`src/rtl/ram_arb.sv`:
```
// ram_arb: two-master arbiter/sequencer in front of the single-port data RAM.
// One access granted per cycle; 1-cycle read data routed back to its owner.
module ram_arb #(
   parameter int AW        = 32,
   parameter int DW        = 32,
   parameter int MW        = 4,
   parameter int MAX_BURST = 4,
   parameter int PRIO_MODE = 0
) (
   input  logic          clk,
   input  logic          rst_n,
   input  logic          m0_req,
   input  logic          m0_we,
   input  logic [MW-1:0] m0_wem,
   input  logic [AW-1:0] m0_addr,
   input  logic [DW-1:0] m0_wdata,
   output logic          m0_gnt,
   output logic          m0_rvalid,
   output logic [DW-1:0] m0_rdata,
   input  logic          m1_req,
   input  logic          m1_we,
   input  logic [MW-1:0] m1_wem,
   input  logic [AW-1:0] m1_addr,
   input  logic [DW-1:0] m1_wdata,
   output logic          m1_gnt,
   output logic          m1_rvalid,
   output logic [DW-1:0] m1_rdata,
   output logic          ram_cs,
   output logic          ram_we,
   output logic [MW-1:0] ram_wem,
   output logic [AW-1:0] ram_addr,
   output logic [DW-1:0] ram_din,
   input  logic [DW-1:0] ram_dout
);

   localparam int CW = $clog2(MAX_BURST + 1);
   localparam logic [CW-1:0] BMAX = CW'(MAX_BURST);
   localparam logic [CW-1:0] ONE  = CW'(1);

   logic          last;
   logic [CW-1:0] run_cnt;
   logic [CW-1:0] starve_cnt;
   logic          rd_pend;
   logic          rd_own;
   logic          pick1;
   logic          g0;
   logic          g1;
   logic          any_gnt;

   // Contention winner: m1 preferred when pick1 is set and both request.
   always_comb begin
      pick1 = 1'b0;
      if (PRIO_MODE != 0) begin
         pick1 = (starve_cnt == BMAX);
      end else if ((run_cnt != '0) && (run_cnt < BMAX)) begin
         pick1 = last;
      end else begin
         pick1 = ~last;
      end
      g0      = rst_n & m0_req & (~m1_req | ~pick1);
      g1      = rst_n & m1_req & (~m0_req | pick1);
      any_gnt = g0 | g1;
   end

   assign m0_gnt = g0;
   assign m1_gnt = g1;

   // RAM port mux from the granted master, idle bus when nothing granted.
   always_comb begin
      ram_cs   = any_gnt;
      ram_we   = 1'b0;
      ram_wem  = '0;
      ram_addr = '0;
      ram_din  = '0;
      if (g0) begin
         ram_we   = m0_we;
         ram_wem  = m0_wem;
         ram_addr = m0_addr;
         ram_din  = m0_wdata;
      end else if (g1) begin
         ram_we   = m1_we;
         ram_wem  = m1_wem;
         ram_addr = m1_addr;
         ram_din  = m1_wdata;
      end
   end

   // Burst tracking: last winner and length of its current grant run.
   always_ff @(posedge clk or negedge rst_n) begin
      if (!rst_n) begin
         last    <= 1'b1;
         run_cnt <= '0;
      end else if (any_gnt) begin
         last <= g1;
         if ((g1 == last) && (run_cnt != '0)) begin
            if (run_cnt != BMAX) begin
               run_cnt <= run_cnt + ONE;
            end
         end else begin
            run_cnt <= ONE;
         end
      end else begin
         run_cnt <= '0;
      end
   end

   // Starvation guard: consecutive cycles m1 waited without a grant.
   always_ff @(posedge clk or negedge rst_n) begin
      if (!rst_n) begin
         starve_cnt <= '0;
      end else if (m1_req && !g1) begin
         if (starve_cnt != BMAX) begin
            starve_cnt <= starve_cnt + ONE;
         end
      end else begin
         starve_cnt <= '0;
      end
   end

   // Read pipeline: remember that a read went out and who owns the data.
   always_ff @(posedge clk or negedge rst_n) begin
      if (!rst_n) begin
         rd_pend <= 1'b0;
         rd_own  <= 1'b0;
      end else if (any_gnt && !ram_we) begin
         rd_pend <= 1'b1;
         rd_own  <= g1;
      end else begin
         rd_pend <= 1'b0;
      end
   end

   assign m0_rvalid = rst_n & rd_pend & ~rd_own;
   assign m1_rvalid = rst_n & rd_pend & rd_own;
   assign m0_rdata  = ram_dout;
   assign m1_rdata  = ram_dout;

endmodule

```
`config.mk`:
```
export PLATFORM = sky130hd
export DESIGN_NAME = ram_arb
export DESIGN_NICKNAME = d
export VERILOG_FILES = /design/src/rtl/ram_arb.sv
export SDC_FILE = /design/constraint.sdc
export NUM_CORES = 1
export LEC_CHECK = 0
export BUFFER_PORTS_ARGS = -buffer_cell sky130_fd_sc_hd__buf_2
export CORE_AREA = 8 8 115 117
export DETAILED_ROUTE_END_ITERATION = 6
export DIE_AREA = 0 0 123 125
export GPL_ROUTABILITY_DRIVEN = 1
export PLACE_DENSITY = 0.52
export SETUP_SLACK_MARGIN = 0.05
export SLEW_MARGIN = 20
export SYNTH_ARGS = -nofsm -noshare
export SYNTH_HDL_FRONTEND = slang
export SYNTH_SLANG_ARGS = --single-unit
```
`constraint.sdc`:
```
create_clock -name clk -period 1.8 [get_ports clk]
set_input_delay 0.09 -clock clk [delete_from_list [all_inputs] [get_ports clk]]
set_output_delay 0.09 -clock clk [all_outputs]
set_load 0.05 [all_outputs]
```
Word level (Yosys, flattened, before mapping)
Cells that the tools add are included.
Widths: inputs -> output; s select.
- flip-flop bits (word level): 6
- bits in latches: 0
- memory bits (writable): 0
- memory bits (read-only): 0
- input bits: 174
- output and inout bits: 138
- logic and storage cells: 42
- memories kept: 0
- add/sub/neg operators: 1
- multipliers: 0
- div/mod/pow operators: 0
- magnitude comparators: 1
- equality and inequality tests: 3
- shift-type cells: 0
- mux-type cells: 13
- bitwise logic cells: 15
- reduce and logical (&&, ||, !) cells: 5
- operator list (cell ; count):
    $mux 32 ; 4
    $mux 3 ; 3
    $mux 4 ; 2
    $and 1x1->1 ; 7
    $not 1->1 ; 5
    $mux 1 ; 4
    $add 3x1->3 const B ; 1
    $logic_and 1x1->1 ; 3
    $lt 3x3->1 const B ; 1
    $ne 3x2->1 const B ; 1
    $ne 3x3->1 const B ; 1
    $or 1x1->1 ; 3
    $reduce_bool 3->1 ; 1
    $eq 1x1->1 ; 1
    $logic_not 1->1 ; 1

Depth between registers and ports, before layout
- word-level depth: 10
- gate-level depth with buffers: 8
- gate-level depth less buffers: 5

Worst setup path before layout
No wires, ideal clock.
- path kind: reg-to-output
- from: register run_cnt[0]
- to: output ram_din[25]
- data arrival time: 2.304 ns
- required time: 1.710 ns
- slack: -0.594 ns
- stages on the path, launching flop included: 8
- path buffers: 2
- cell sequence: dfrtp_1 > inv_1 > ha_1 > clkbuf_1 > or3_1 > a31oi_2 > buf_2 > a22o_1
- word-level cells in the longest chain between the ends: 7
- elaborated cells on any way between the ends: 11
- classes of those cells: order compare: 1; mux: 3; bitwise: 5; reduce/logical: 2
- ends and longest elaborated chain (what ; RTL line ; RTL):
    start, declared ; 41 ; logic [CW-1:0] run_cnt;
    start signal, assigned ; 97 ; run_cnt <= run_cnt + ONE;
    $lt 3x3->1 / $reduce_bool 3->1 (equally long branches) ; 55 ; end else if ((run_cnt != '0) && (run_cnt < BMAX)) begin
    $logic_and 1x1->1 * ; 55 ;
    $mux 1 * ; 55 ;
    $not 1->1 * ; 60 ; g0 = rst_n & m0_req & (~m1_req | ~pick1);
    $or 1x1->1 * ; 60 ;
    $and 1x1->1 * ; 60 ;
    named net m0_gnt ; 17 ; output logic m0_gnt,
    $mux 32 * ; 75 ; if (g0) begin
    end, declared ; 32 ; output logic [DW-1:0] ram_din,
Mark *: on every way through the listed nets, which the timed path passes. The rest lies on a longest branch.

Worst setup path after layout
- from: register run_cnt[1]
- to: output ram_din[1]
- word-level cells in the longest chain between the ends: 7
- elaborated cells on any way between the ends: 11
- classes of those cells: order compare: 1; mux: 3; bitwise: 5; reduce/logical: 2
- ends and longest elaborated chain (what ; RTL line):
    $lt 3x3->1 / $reduce_bool 3->1 (equally long branches) ; 55
    $logic_and 1x1->1 * ; 55
    $mux 1 * ; 55
    $or 1x1->1 / $not 1->1 (equally long branches) ; 61, 60
    $and 1x1->1 / $or 1x1->1 (equally long branches) ; 61, 60
    $mux 32 / $and 1x1->1 (equally long branches) ; 80, 60
    $mux 32 * ; 75
Mark *: on every way between the ends. The rest lies on a longest branch, timed or not.

==> load_flow_metrics.sql <==
INSERT INTO impl_metrics (metric_group, metric, value, unit) VALUES
('synthesis', 'synthDominantCellAreaShare', '0.362', ''),
('global_route', 'grtUsageTotal', '0.115', ''),
('floorplanning', 'num_rows', '40', ''),
('flow_run', 'drv_cap', '0', ''),
('route', 'vias', '2214', ''),
('route', 'routed_via_density', '4.34', ''),
('placed_design', 'port-buffer-count', '215', ''),
('cts', 'cts.reportedPaths.clkPinSlew', '0.04', 'ns'),
('floorplanning', 'die-area', '15400', 'um^2'),
('cts', 'tritoncts', 'yes', ''),
('cts', 'cts-buffers-inserted', '3', ''),
('timing', 'max_slew_margin', '0.811', ''),
('synthesis', 'synth-compound-area-share', '0.424', ''),
('synthesis', 'yosys.area_share.xor_xnor', '0.00525', ''),
('placed_design', 'post-place-ws', '-0.371', 'ns'),
('status', 'run_status', 'complete, but fails checks', ''),
('route', 'finalWirelength', '9870', 'um'),
('global_route', 'antenna_violations_before_repair', '3', ''),
('finish', 'area_delta_synth_final', '103', '%'),
('route', 'routed.top_layer', 'met4', ''),
('timing', 'skew', '0.00289', 'ns'),
('cts', 'clockRootBuffer', 'clkbuf_16', ''),
('pwr', 'powerDensity', '624', 'nW/um^2'),
('synthesis', 'synth_area_leaders', 'a22o_1, buf_4, dfrtp_1, buf_6, buf_2', ''),
('synthesis', 'synth.yosys.seq_area_share', '0.0907', ''),
('placed_design', 'placed_cells_incl_taps', '494', ''),
('global_route', 'grt_start_max_net_pins', '41', ''),
('timing', 'hold_slack', '0.0853', 'ns'),
('cts', 'clk_latency', '0.23', 'ns'),
('cts', 'ctsLongestPathBuffers', '2', ''),
('finish', 'design.final.nets', '539', ''),
('critical_path', 'timing_worst_setup_path_type', 'flop to output pin', ''),
('timing', 'setup_total_negative_slack', '-29.74', 'ns'),
('synthesis', 'synth_fa_ha_area_frac', '0.0150', ''),
('critical_path', 'critical_path.slowest_cell', 'or4b_1', ''),
('global_route', 'wire_length_of_the_first_global_routing_pass', '14100', 'um'),
('floorplanning', 'die_w', '123', 'um'),
('route', 'first_iter_violations', '69', ''),
('route', 'routed-wl-met2', '5160', 'um'),
('timing', 'unrepaired_setup_endpoints_after_global_routing', 'yes', ''),
('timing', 'post_layout_minimum_cycle_time', '2.27', 'ns'),
('synthesis', 'yosys-mux-area-fraction', '0', ''),
('floorplanning', 'core', '11600', 'um^2'),
('timing', 'timing.final.ws_setup', '-0.465', 'ns'),
('synthesis', 'mean_area_per_synthesized_cell', '8.35', 'um^2'),
('timing', 'timing.final.hold_violations', '0', ''),
('critical_path', 'critical_path.cell_chain', 'inv_1 > ha_2 > or4b_1 > and4_4 > buf_12 > a22o_2 > buf_6', ''),
('cts', 'clock_sink_count', '6', ''),
('pwr', 'p_leak', '1.75', 'nW'),
('synthesis', 'synth.lib_cells_used.distinct', '33', ''),
('route', 'routedLengthMet1', '3430', 'um'),
('critical_path', 'worst_ep_required_time', '1.71', 'ns'),
('pwr', 'irDropWorstVdd', '0.495', 'mV'),
('synthesis', 'synthSimpleGateAreaFrac', '0.0787', ''),
('floorplanning', 'die_h', '125', 'um'),
('cts', 'cts_max_level', '1', ''),
('placed_design', 'gpl.final_weighted_congestion', '0.833', ''),
('synthesis', 'cell_area_after_synthesis', '1670', 'um^2'),
('synthesis', 'cell_count_after_synthesis', '200', ''),
('timing', 'finalSetupViolations', '73', ''),
('route', 'dr.pass1.iters', '4', ''),
('critical_path', 'worstSetupStartpointType', 'flop', ''),
('route', 'met3RoutedLength', '1190', 'um'),
('synthesis', 'post-synth-top-area-cell', 'a22o_1', ''),
('timing', 'fmaxAchievable', '0.441', 'GHz'),
('min_path', 'hold_class', 'input port to flop', ''),
('global_route', 'via_count_of_the_first_global_routing_pass', '2448', ''),
('synthesis', 'ys_seq_elements', '6', ''),
('critical_path', 'cpPeakStageDelay', '0.51', 'ns'),
('synthesis', 'synth.yosys.warnings', '0', ''),
('status', 'failed_checks', 'negative setup slack', '');
==> report_power, final <==
group / internal (mW) / switching, mW
logic: 0.684 / 0.879
registers: 0.155 / 0.0133
clock network: 0.295 / 0.0867
total: 1.13 / 0.979
==> routing by layer <==
layer  vias to the layer above  GRT usage
li1                       1016          -
met1                      1041      0.120
met2                       148      0.220
met3                         9     0.0374
met4                         0     0.0184
met5                         -          0
==> worst paths after layout <==
check / start / to / slack [ns] / cells after the start
max: run_cnt[1]$_DFFE_PN0P_ / ram_din[1] / -0.47 / 7
min: m0_we / rd_pend$_DFF_PN0_ / 0.09 / 2
max reg2reg: run_cnt[1]$_DFFE_PN0P_ / rd_pend$_DFF_PN0_ / -0.09 / 6
min reg2reg: rd_own$_DFFE_PN0P_ / rd_own$_DFFE_PN0P_ / 0.64 / 2
max in group asynchronous: rst_n / last$_DFFE_PN1P_ / 1.07 / 3
min in group asynchronous: rst_n / rd_own$_DFFE_PN0P_ / 0.33 / 2
==> cell usage after synthesis, drive strengths merged <==
library cell / count
o2111ai: 1
nand4: 1
o21ba: 1
o211ai: 2
a222oi: 1
a2bb2oi: 1
o32a: 1
nand2: 2
nor3b: 1
nor4bb: 1
inv: 4
and3b: 1
a221oi: 1
a22o: 69
dfstp: 1
dfrtp: 5
ha: 2
or3: 1
buf: 80
nor2b: 3
nand3: 2
and4: 1
or4b: 1
a31oi: 1
clkbuf: 3
o21ai: 2
a21oi: 2
nand2b: 3
nor2: 5
xnor2: 1
==> flip-flops by register name, summed over array words and instances, names as in the netlist <==
name / flops
run_cnt: 3
last: 1
rd_own: 1
rd_pend: 1
==> layout make-up <==
cell class,count,area [um^2]
diodes,1,2.50
multi-input cells,107,1100
inverters,4,15.0
clock buffers,4,78.8
well taps,147,184
fillers,1222,8230
flip-flops and latches,6,151
repair buffers,241,1860
==> cell usage in the layout, fill, tap and decap left out, types with 2 or more instances in the layout <==
cell type,instances
buf_2,144
buf_6,68
a22o_2,54
a22o_4,15
buf_4,14
buf_12,9
nor2_1,5
buf_8,5
dfrtp_1,5
inv_1,4
nand2b_1,3
nor2b_1,3
clkbuf_16,3
o211ai_1,2
nand2_1,2
a21oi_1,2
nand3_1,2
==> worst max-delay path, delay by kind of cell (launching register included) <==
| family | cells | cell delay (ns) |
|---|---|---|
| adder cells (fa/ha/maj) | 1 | 0.18 |
| flip-flops | 1 | 0.33 |
| AND/OR/NAND/NOR | 2 | 0.71 |
| AO/OA/AOI/OAI | 1 | 0.31 |
| buffers and inverters | 3 | 0.38 |
==> stage by stage <==
| step | total power, mW | utilization | instance area [um^2] |
|---|---|---|---|
| global route | 2.20 | 0.291 | 3380 |
| global placement | 1.45 | 0.231 | 2680 |
| finish | 2.11 | 0.292 | 3390 |
| floorplan | 1.46 | - | 1910 |
| CTS | 2.13 | 0.292 | 3390 |
| detailed placement | 1.46 | 0.231 | 2680 |
==> cell families (layout without fill, tap and decap cells) <==
group / count (synthesis) / after routing
AO/OA/AOI/OAI: 82 / 82
AND/OR/NAND/NOR: 22 / 22
buffers and inverters: 87 / 249
XOR/XNOR: 1 / 1
flip-flops: 6 / 6
other: 0 / 1
adder cells (fa/ha/maj): 2 / 2
==> timing repair <==
action,in CTS,in global routing
resized for setup,158,3
cloned,1,0
endpoints found under the hold margin,5,0
hold buffers,1,0
setup buffers,10,0
pin swaps,0,1
endpoints found under the setup margin,73,73
Power figures use the tool's default switching activity.
